## src/rtl/cw310_crypt_ctrl_if.sv

```systemverilog
// Register bus between the USB front-end and the crypto controller.
// The host side (master) drives address/data/strobes; the block (slave)
// returns the registered read byte.
interface cw310_crypt_ctrl_if #(
  parameter int pADDR_WIDTH   = 8,
  parameter int pBYTECNT_SIZE = 7
);
  logic [pADDR_WIDTH-1:0]   reg_address;
  logic [pBYTECNT_SIZE-1:0] reg_bytecnt;
  logic                     reg_addrvalid;
  logic [7:0]               reg_datai;
  logic                     reg_write;
  logic                     reg_read;
  logic [7:0]               reg_datao;

  modport master (
    output reg_address, reg_bytecnt, reg_addrvalid, reg_datai, reg_write, reg_read,
    input  reg_datao
  );

  modport slave (
    input  reg_address, reg_bytecnt, reg_addrvalid, reg_datai, reg_write, reg_read,
    output reg_datao
  );
endinterface

```

## src/rtl/cw310_crypt_ctrl.sv

```systemverilog
// CW310 crypto controller: plaintext/key register bank, start sequencing
// (register GO or synchronized usb_trigger edge), ciphertext capture,
// busy status and scope trigger generation.
module cw310_crypt_ctrl #(
  parameter int pADDR_WIDTH   = 8,
  parameter int pBYTECNT_SIZE = 7,
  parameter int pPT_WIDTH     = 128,
  parameter int pKEY_WIDTH    = 128,
  parameter logic [pADDR_WIDTH-1:0] pREG_CRYPT_GO        = pADDR_WIDTH'(8'h05),
  parameter logic [pADDR_WIDTH-1:0] pREG_CRYPT_TEXTIN    = pADDR_WIDTH'(8'h06),
  parameter logic [pADDR_WIDTH-1:0] pREG_CRYPT_CIPHEROUT = pADDR_WIDTH'(8'h07),
  parameter logic [pADDR_WIDTH-1:0] pREG_CRYPT_KEY       = pADDR_WIDTH'(8'h0a)
) (
  input  logic                  usb_clk,
  input  logic                  reset_n,
  cw310_crypt_ctrl_if.slave     reg_bus,
  input  logic                  exttrigger_in,
  output logic [pPT_WIDTH-1:0]  crypt_textout,
  output logic [pKEY_WIDTH-1:0] crypt_keyout,
  output logic                  crypt_init,
  output logic                  crypt_start,
  input  logic                  crypt_ready,
  input  logic                  crypt_done,
  input  logic [pPT_WIDTH-1:0]  crypt_cipherin,
  output logic                  crypt_busy,
  output logic                  trigger_out
);

  localparam int PT_BYTES  = pPT_WIDTH / 8;
  localparam int KEY_BYTES = pKEY_WIDTH / 8;

  typedef enum logic [2:0] {
    ST_IDLE      = 3'd0,
    ST_INIT      = 3'd1,
    ST_WAIT_KEY  = 3'd2,
    ST_START     = 3'd3,
    ST_WAIT_DONE = 3'd4
  } state_t;

  state_t                  state_q;
  logic [pPT_WIDTH-1:0]    text_q;
  logic [pKEY_WIDTH-1:0]   key_q;
  logic [pPT_WIDTH-1:0]    cipher_q;
  logic                    key_dirty_q;
  logic                    init_q;
  logic                    start_q;
  logic                    busy_q;
  logic                    trig_q;
  logic [1:0]              sync_q;
  logic                    trig_prev_q;
  logic [7:0]              datao_q;

  logic                    wr_s;
  logic                    wr_text_s;
  logic                    wr_key_s;
  logic                    go_req_s;
  logic                    trig_start_s;
  logic                    start_req_s;
  logic [7:0]              rd_byte_s;

  // Byte n of a plaintext-wide register; out-of-range index reads as zero.
  function automatic logic [7:0] pt_byte(input logic [pPT_WIDTH-1:0] v,
                                         input logic [pBYTECNT_SIZE-1:0] idx);
    logic [7:0] r;
    r = 8'h00;
    for (int i = 0; i < PT_BYTES; i++) begin
      if (32'(idx) == i) r = v[i*8 +: 8];
    end
    return r;
  endfunction

  // Byte n of a key-wide register; out-of-range index reads as zero.
  function automatic logic [7:0] key_byte(input logic [pKEY_WIDTH-1:0] v,
                                          input logic [pBYTECNT_SIZE-1:0] idx);
    logic [7:0] r;
    r = 8'h00;
    for (int i = 0; i < KEY_BYTES; i++) begin
      if (32'(idx) == i) r = v[i*8 +: 8];
    end
    return r;
  endfunction

  assign wr_s         = reg_bus.reg_write & reg_bus.reg_addrvalid;
  assign wr_text_s    = wr_s && (reg_bus.reg_address == pREG_CRYPT_TEXTIN);
  assign wr_key_s     = wr_s && (reg_bus.reg_address == pREG_CRYPT_KEY);
  assign go_req_s     = wr_s && (reg_bus.reg_address == pREG_CRYPT_GO) && reg_bus.reg_datai[0];
  // Rising edge of the synchronized trigger; compared against the
  // previous synchronized sample so a held-high level starts only once.
  assign trig_start_s = sync_q[1] & ~trig_prev_q;
  assign start_req_s  = go_req_s | trig_start_s;

  assign crypt_textout     = text_q;
  assign crypt_keyout      = key_q;
  assign crypt_init        = init_q;
  assign crypt_start       = start_q;
  assign crypt_busy        = busy_q;
  assign trigger_out       = trig_q;
  assign reg_bus.reg_datao = datao_q;

  // Byte-addressed writes into the plaintext and key registers.
  always_ff @(posedge usb_clk or negedge reset_n) begin
    if (!reset_n) begin
      text_q <= '0;
      key_q  <= '0;
    end else begin
      for (int i = 0; i < PT_BYTES; i++) begin
        if (wr_text_s && (32'(reg_bus.reg_bytecnt) == i)) text_q[i*8 +: 8] <= reg_bus.reg_datai;
      end
      for (int i = 0; i < KEY_BYTES; i++) begin
        if (wr_key_s && (32'(reg_bus.reg_bytecnt) == i)) key_q[i*8 +: 8] <= reg_bus.reg_datai;
      end
    end
  end

  // Two-flop synchronizer for usb_trigger plus the edge-detect history flop.
  always_ff @(posedge usb_clk or negedge reset_n) begin
    if (!reset_n) begin
      sync_q      <= 2'b00;
      trig_prev_q <= 1'b0;
    end else begin
      sync_q      <= {sync_q[0], exttrigger_in};
      trig_prev_q <= sync_q[1];
    end
  end

  // Key must be re-expanded after any key write; cleared as crypt_init issues.
  always_ff @(posedge usb_clk or negedge reset_n) begin
    if (!reset_n) begin
      key_dirty_q <= 1'b1;
    end else if (wr_key_s) begin
      key_dirty_q <= 1'b1;
    end else if ((state_q == ST_IDLE) && start_req_s && key_dirty_q) begin
      key_dirty_q <= 1'b0;
    end else begin
      key_dirty_q <= key_dirty_q;
    end
  end

  // Sequencing FSM with registered core strobes, busy flag and scope trigger.
  always_ff @(posedge usb_clk or negedge reset_n) begin
    if (!reset_n) begin
      state_q  <= ST_IDLE;
      init_q   <= 1'b0;
      start_q  <= 1'b0;
      busy_q   <= 1'b0;
      trig_q   <= 1'b0;
      cipher_q <= '0;
    end else begin
      case (state_q)
        ST_IDLE: begin
          if (start_req_s) begin
            busy_q <= 1'b1;
            if (key_dirty_q) begin
              state_q <= ST_INIT;
              init_q  <= 1'b1;
            end else begin
              state_q <= ST_START;
              start_q <= 1'b1;
              trig_q  <= 1'b1;
            end
          end
        end
        ST_INIT: begin
          init_q  <= 1'b0;
          state_q <= ST_WAIT_KEY;
        end
        ST_WAIT_KEY: begin
          if (crypt_ready) begin
            state_q <= ST_START;
            start_q <= 1'b1;
            trig_q  <= 1'b1;
          end
        end
        ST_START: begin
          start_q <= 1'b0;
          state_q <= ST_WAIT_DONE;
        end
        ST_WAIT_DONE: begin
          if (crypt_done) begin
            cipher_q <= crypt_cipherin;
            busy_q   <= 1'b0;
            trig_q   <= 1'b0;
            state_q  <= ST_IDLE;
          end
        end
        default: begin
          state_q <= ST_IDLE;
          init_q  <= 1'b0;
          start_q <= 1'b0;
          busy_q  <= 1'b0;
          trig_q  <= 1'b0;
        end
      endcase
    end
  end

  // Read-data mux for the addressed register byte.
  always_comb begin
    rd_byte_s = 8'h00;
    case (reg_bus.reg_address)
      pREG_CRYPT_TEXTIN:    rd_byte_s = pt_byte(text_q, reg_bus.reg_bytecnt);
      pREG_CRYPT_KEY:       rd_byte_s = key_byte(key_q, reg_bus.reg_bytecnt);
      pREG_CRYPT_CIPHEROUT: rd_byte_s = pt_byte(cipher_q, reg_bus.reg_bytecnt);
      pREG_CRYPT_GO:        rd_byte_s = {7'b0000000, busy_q};
      default:              rd_byte_s = 8'h00;
    endcase
  end

  // Registered read data; zero whenever no read is in progress.
  always_ff @(posedge usb_clk or negedge reset_n) begin
    if (!reset_n) begin
      datao_q <= 8'h00;
    end else if (reg_bus.reg_read) begin
      datao_q <= rd_byte_s;
    end else begin
      datao_q <= 8'h00;
    end
  end

endmodule

```

## src/flat_wrapper.sv

```systemverilog
// flat-port wrapper written by rule: the top's interface ports become plain ports
module cw310_crypt_ctrl_flat 
#(
  parameter int pADDR_WIDTH   = 8,
  parameter int pBYTECNT_SIZE = 7,
  parameter int pPT_WIDTH     = 128,
  parameter int pKEY_WIDTH    = 128,
  parameter logic [pADDR_WIDTH-1:0] pREG_CRYPT_GO        = pADDR_WIDTH'(8'h05),
  parameter logic [pADDR_WIDTH-1:0] pREG_CRYPT_TEXTIN    = pADDR_WIDTH'(8'h06),
  parameter logic [pADDR_WIDTH-1:0] pREG_CRYPT_CIPHEROUT = pADDR_WIDTH'(8'h07),
  parameter logic [pADDR_WIDTH-1:0] pREG_CRYPT_KEY       = pADDR_WIDTH'(8'h0a)
)
  (usb_clk, reset_n, exttrigger_in, crypt_textout, crypt_keyout, crypt_init, crypt_start, crypt_ready, crypt_done, crypt_cipherin, crypt_busy, trigger_out, reg_bus_reg_address, reg_bus_reg_bytecnt, reg_bus_reg_addrvalid, reg_bus_reg_datai, reg_bus_reg_write, reg_bus_reg_read, reg_bus_reg_datao);
  cw310_crypt_ctrl_if #(.pADDR_WIDTH(pADDR_WIDTH), .pBYTECNT_SIZE(pBYTECNT_SIZE)) reg_bus_i ();
  input  logic usb_clk;
  input  logic reset_n;
  input  logic exttrigger_in;
  output logic [pPT_WIDTH-1:0] crypt_textout;
  output logic [pKEY_WIDTH-1:0] crypt_keyout;
  output logic crypt_init;
  output logic crypt_start;
  input  logic crypt_ready;
  input  logic crypt_done;
  input  logic [pPT_WIDTH-1:0] crypt_cipherin;
  output logic crypt_busy;
  output logic trigger_out;
  input wire logic [$bits(reg_bus_i.reg_address)-1:0] reg_bus_reg_address;
  input wire logic [$bits(reg_bus_i.reg_bytecnt)-1:0] reg_bus_reg_bytecnt;
  input wire logic [$bits(reg_bus_i.reg_addrvalid)-1:0] reg_bus_reg_addrvalid;
  input wire logic [$bits(reg_bus_i.reg_datai)-1:0] reg_bus_reg_datai;
  input wire logic [$bits(reg_bus_i.reg_write)-1:0] reg_bus_reg_write;
  input wire logic [$bits(reg_bus_i.reg_read)-1:0] reg_bus_reg_read;
  output wire logic [$bits(reg_bus_i.reg_datao)-1:0] reg_bus_reg_datao;
  assign reg_bus_i.reg_address = reg_bus_reg_address;
  assign reg_bus_i.reg_bytecnt = reg_bus_reg_bytecnt;
  assign reg_bus_i.reg_addrvalid = reg_bus_reg_addrvalid;
  assign reg_bus_i.reg_datai = reg_bus_reg_datai;
  assign reg_bus_i.reg_write = reg_bus_reg_write;
  assign reg_bus_i.reg_read = reg_bus_reg_read;
  assign reg_bus_reg_datao = reg_bus_i.reg_datao;
  cw310_crypt_ctrl #(.pADDR_WIDTH(pADDR_WIDTH), .pBYTECNT_SIZE(pBYTECNT_SIZE), .pPT_WIDTH(pPT_WIDTH), .pKEY_WIDTH(pKEY_WIDTH), .pREG_CRYPT_GO(pREG_CRYPT_GO), .pREG_CRYPT_TEXTIN(pREG_CRYPT_TEXTIN), .pREG_CRYPT_CIPHEROUT(pREG_CRYPT_CIPHEROUT), .pREG_CRYPT_KEY(pREG_CRYPT_KEY)) u_core (.usb_clk(usb_clk), .reset_n(reset_n), .reg_bus(reg_bus_i), .exttrigger_in(exttrigger_in), .crypt_textout(crypt_textout), .crypt_keyout(crypt_keyout), .crypt_init(crypt_init), .crypt_start(crypt_start), .crypt_ready(crypt_ready), .crypt_done(crypt_done), .crypt_cipherin(crypt_cipherin), .crypt_busy(crypt_busy), .trigger_out(trigger_out));
endmodule
```

## config.mk

```make
export PLATFORM = sky130hd
export DESIGN_NAME = cw310_crypt_ctrl_flat
export DESIGN_NICKNAME = d
export VERILOG_FILES = /design/src/rtl/cw310_crypt_ctrl_if.sv /design/src/rtl/cw310_crypt_ctrl.sv /design/src/flat_wrapper.sv
export SDC_FILE = /design/constraint.sdc
export NUM_CORES = 1
export LEC_CHECK = 0
export CAP_MARGIN = 20
export CORE_MARGIN = 10
export CORE_UTILIZATION = 51
export DETAILED_ROUTE_END_ITERATION = 16
export GPL_ROUTABILITY_DRIVEN = 0
export HOLD_SLACK_MARGIN = 0.08
export PLACE_DENSITY_LB_ADDON = 0.12
export SLEW_MARGIN = 10
export SYNTH_ARGS = -nofsm -noshare
export SYNTH_HDL_FRONTEND = slang
export SYNTH_SLANG_ARGS = --single-unit
```

## constraint.sdc

```tcl
create_clock -name usb_clk -period 2.5 [get_ports usb_clk]
set_input_delay 0.5 -clock usb_clk [delete_from_list [all_inputs] [get_ports usb_clk]]
set_output_delay 0.5 -clock usb_clk [all_outputs]
set_load 0.01 [all_outputs]
```

==> flow_summary.yaml <==
run_status:
  outcome: "finished, final reports clean"
setup_path:
  worst_r2r_path_depth: 5
  reg2reg_setup_slack_ns: 0.29
  worst_path_most_repeated_cell: "sky130_fd_sc_hd__buf_4"
  crit_type: "input port to register"
  timing.critical_path.cells: "clkdlybuf4s50_1, or4_1, buf_4, buf_4, nor2_1, buf_4, a221oi_1, nor4_1, o221ai_1, nand4_1"
  r2r_start: "u_core.crypt_keyout[16]$_DFFE_PN0P_"
  r2r-end: "u_core.reg_bus.reg_datao[0]$_DFF_PN0_"
  arrival_time_reported_for_the_critical_path_endpoint_ns: 2.99
  critPathCaptureType: "register"
  largest_fanout_of_any_net_on_the_critical_path: 6
  required_ns: 3.01
  slowest_stage: "sky130_fd_sc_hd__or4_1"
  crit_path_start_kind: "input port"
  delay_of_the_slowest_cell_on_the_worst_path_ns: 0.54
min_path:
  min_delay_worst_endpoint: "u_core.sync_q[1]$_DFF_PN0_"
  min_path_cells: 0
  hold_start: "u_core.sync_q[0]$_DFF_PN0_"
  worst_hold_path_type: "register to register"
synthesis:
  ys_seq_elements: 403
  synth_fp_nets: 1665
  netlist-cell-type-count: 76
  synth-async-reset-ratio_pct: 100
  ys_seq_area_share_pct: 52.1
  synth_edf_count: 0
  synth_flop_cell: "sky130_fd_sc_hd__dfrtp_1"
  yosys-top-cells-area: "sky130_fd_sc_hd__dfrtp_1, sky130_fd_sc_hd__mux2_2, sky130_fd_sc_hd__mux4_2"
  synthesis.instances: 1506
  post_synth_most_frequent_cells: "sky130_fd_sc_hd__dfrtp_1, sky130_fd_sc_hd__mux2_2, sky130_fd_sc_hd__clkbuf_1"
  synth.yosys.warnings: 0
  syn-cell-area_um2: 19400
  synth_area_leader_cell: "sky130_fd_sc_hd__dfrtp_1"
  yosysTopAreaCellShare_pct: 52.0
  leading_cell_type_by_number_of_instances_after_synthesis: "sky130_fd_sc_hd__dfrtp_1"
  synthesized_area_per_cell_um2: 12.9
cells_and_area:
  final_util_pct: 73.8
  post_route_cells_drive_above_1_share_pct: 36.5
  syn_to_layout_area_delta_pct: 43.3
  multi_input_gate_area_in_the_final_layout_um2: 8860
  final-seq-area_um2: 10100
  filler_cell_count: 2606
  design.final.nets: 2277
job:
  maxCapViolations: 0
pwr:
  vdd.ir_drop.worst_mv: 0.568
  static_leak_uw: 0.0126
  p_per_area_nw_per_um2: 661
sta:
  slew_headroom_pct: 58.2
  final.min_clock_period_ns: 2.48
  clock-skew-final_ns: 0.0129
  report.final.hold_viol_count: 0
  final.hold.worst_slack_ns: 0.363
  total_count_of_max_transition_violations_in_the_final_report: 0
  max_freq_ghz: 0.403
  min_period_over_period_pct: 99.3
  rsz0062_at_grt: "no"
  report.final.setup_viol: 0
  tightest_slew_ns: 0.626
clocking:
  cts_inserted_buffers: 44
  clock-root-buffer: "sky130_fd_sc_hd__clkbuf_16"
  tritoncts: "built"
  worstSkewPairLatency_ns: 0.58
  cts-htree-levels: 2
  clk_pin_slew_worst_paths_ns: 0.06
  clock_sink_count: 403
  cts.path.max_buffers: 3
floorplanning:
  die_y_um: 215
  floorplan.initialDensity_pct: 51.5
  num_io_pins: 427
  x_dimension_of_the_die_um: 215
  core_area_um2: 37600
  fp.dieArea_um2: 46200
  number_of_standard_cell_rows_in_the_floorplan: 71
drt:
  drc: 0
  route.detailed.wl_per_inst_um: 30.2
  detailroute.via_count: 16300
  routed_wl_um: 80600
  route.antenna.remaining_nets: 0
  first_iter_violations: 1738
  avgViaCountPerCell: 6.13
  drt_pass1_iterations: 7
placed_design:
  io_buffers: 426
  hpwl_um: 61000
global_route:
  groute.layer.met2.usage_pct: 52.5
  grt_antenna_before_repair: 4
  met3_usage_pct: 12.2
  grt_max_degree: 86
  grt_pass1_vias: 16800
  first_pass_grt_wire_length_um: 118000
  globalRouteMet1Util_pct: 43.8
  gr-usage-all-layers_pct: 34.2
  grt-ovfl-total: 0
  busiest_layer: "met2"
[cell type report]
cell class / instances / area share (%)
multi-input combinational: 984 / 31.9
clock buffer: 56 / 4.43
clock inverter: 22 / 0.925
timing repair buffer: 670 / 23.8
inverter: 15 / 0.203
sequential: 403 / 36.4
tap: 511 / 2.31
antenna: 3 / 0.0271
[cells by family (layout without fill, tap and decap cells)]
kind of cell / after synthesis / after routing / synth area share [%]
AO/OA/AOI/OAI: 268 / 268 / 9.28
multiplexers: 466 / 466 / 28.5
flip-flops: 403 / 403 / 52.1
AND/OR/NAND/NOR: 250 / 250 / 7.41
buffers and inverters: 119 / 763 / 2.69
other: 0 / 3 / 0
[metrics by stage]
step | power, µW | instance area [µm²] | TNS (ns) | worst slack [ns] | std cells
after global routing | 19000 | 27700 | 0 | 0.00357 | 2662
after CTS | 18300 | 27700 | 0 | 0.0243 | 2660
final | 18300 | 27700 | 0 | 0.0173 | 2664
after global placement | 11400 | 26200 | -108.43 | -0.536 | 2581
after detailed placement | 11600 | 26200 | -114.21 | -0.550 | 2581
after floorplan | 10100 | 19400 | -1.10 | -0.0412 | 1506
[critical path: cells and delay by family]
kind / cells / cell delay (ns)
AOI/OAI and AO/OA: 2 / 0.34
and+or+nand+nor: 4 / 1.16
buffers and inverters: 4 / 0.97
[layer usage]
metal	part of all wire [%]	wire length (µm)
met5	0.015	12
met4	3.9	3180
met3	11	9220
met2	45	36500
met1	39	31600
[layout by cell type (no fill, tap or decap), types with 13 or more instances in the layout]
cell,n
sky130_fd_sc_hd__nand3_1,18
sky130_fd_sc_hd__mux2i_1,42
sky130_fd_sc_hd__buf_4,204
sky130_fd_sc_hd__nor3_1,24
sky130_fd_sc_hd__nor2_1,54
sky130_fd_sc_hd__nand2b_1,14
sky130_fd_sc_hd__a22oi_1,13
sky130_fd_sc_hd__clkbuf_16,45
sky130_fd_sc_hd__buf_12,39
sky130_fd_sc_hd__mux2_4,39
sky130_fd_sc_hd__mux2_2,355
sky130_fd_sc_hd__dfrtp_1,402
sky130_fd_sc_hd__o211ai_1,15
sky130_fd_sc_hd__o21ai_0,54
sky130_fd_sc_hd__a21oi_1,60
sky130_fd_sc_hd__mux4_2,21
sky130_fd_sc_hd__o22ai_1,19
sky130_fd_sc_hd__nand2_1,67
sky130_fd_sc_hd__o221ai_1,15
sky130_fd_sc_hd__clkdlybuf4s50_1,417
[state kept, by name, summed over array words and instances, names as in the netlist]
| register | count |
|---|---|
| u_core.cipher_q | 128 |
| u_core.crypt_busy | 1 |
| u_core.crypt_init | 1 |
| u_core.crypt_keyout | 128 |
| u_core.crypt_start | 1 |
| u_core.crypt_textout | 128 |
| u_core.key_dirty_q | 1 |
| u_core.reg_bus.reg_datao | 8 |
| u_core.state_q | 3 |
| u_core.sync_q | 2 |
| u_core.trig_prev_q | 1 |
| u_core.trigger_out | 1 |
[power breakdown]
part / switching (µW) / leakage (µW) / internal [µW] / total, µW
registers: 676 / 0.00536 / 7630 / 8310
logic: 1420 / 0.00651 / 1800 / 3220
clock network: 2810 / 0.000729 / 3990 / 6800
[how the worst max path moves through the flow]
stage,start,endpoint,slack (ns)
4_1_cts,reg_bus_reg_address[5],u_core.crypt_keyout[14]$_DFFE_PN0P_,0.02
2_1_floorplan,reg_bus_reg_address[5],u_core.crypt_textout[100]$_DFFE_PN0P_,-0.04
3_5_place_dp,reg_bus_reg_address[5],u_core.crypt_keyout[7]$_DFFE_PN0P_,-0.55
3_3_place_gp,reg_bus_reg_address[5],u_core.crypt_keyout[8]$_DFFE_PN0P_,-0.54
6_report,reg_bus_reg_bytecnt[5],u_core.reg_bus.reg_datao[2]$_DFF_PN0_,0.02
5_1_grt,reg_bus_reg_bytecnt[5],u_core.reg_bus.reg_datao[4]$_DFF_PN0_,0.004
[what timing repair did]
action / CTS / global route
setup endpoints to repair: 0 / 38
gates resized for setup: 0 / 13
hold buffers: 1 / 0
setup buffers: 0 / 1
endpoints found under the hold margin: 32 / 0
No activity file was read; power rests on OpenSTA's default activity.
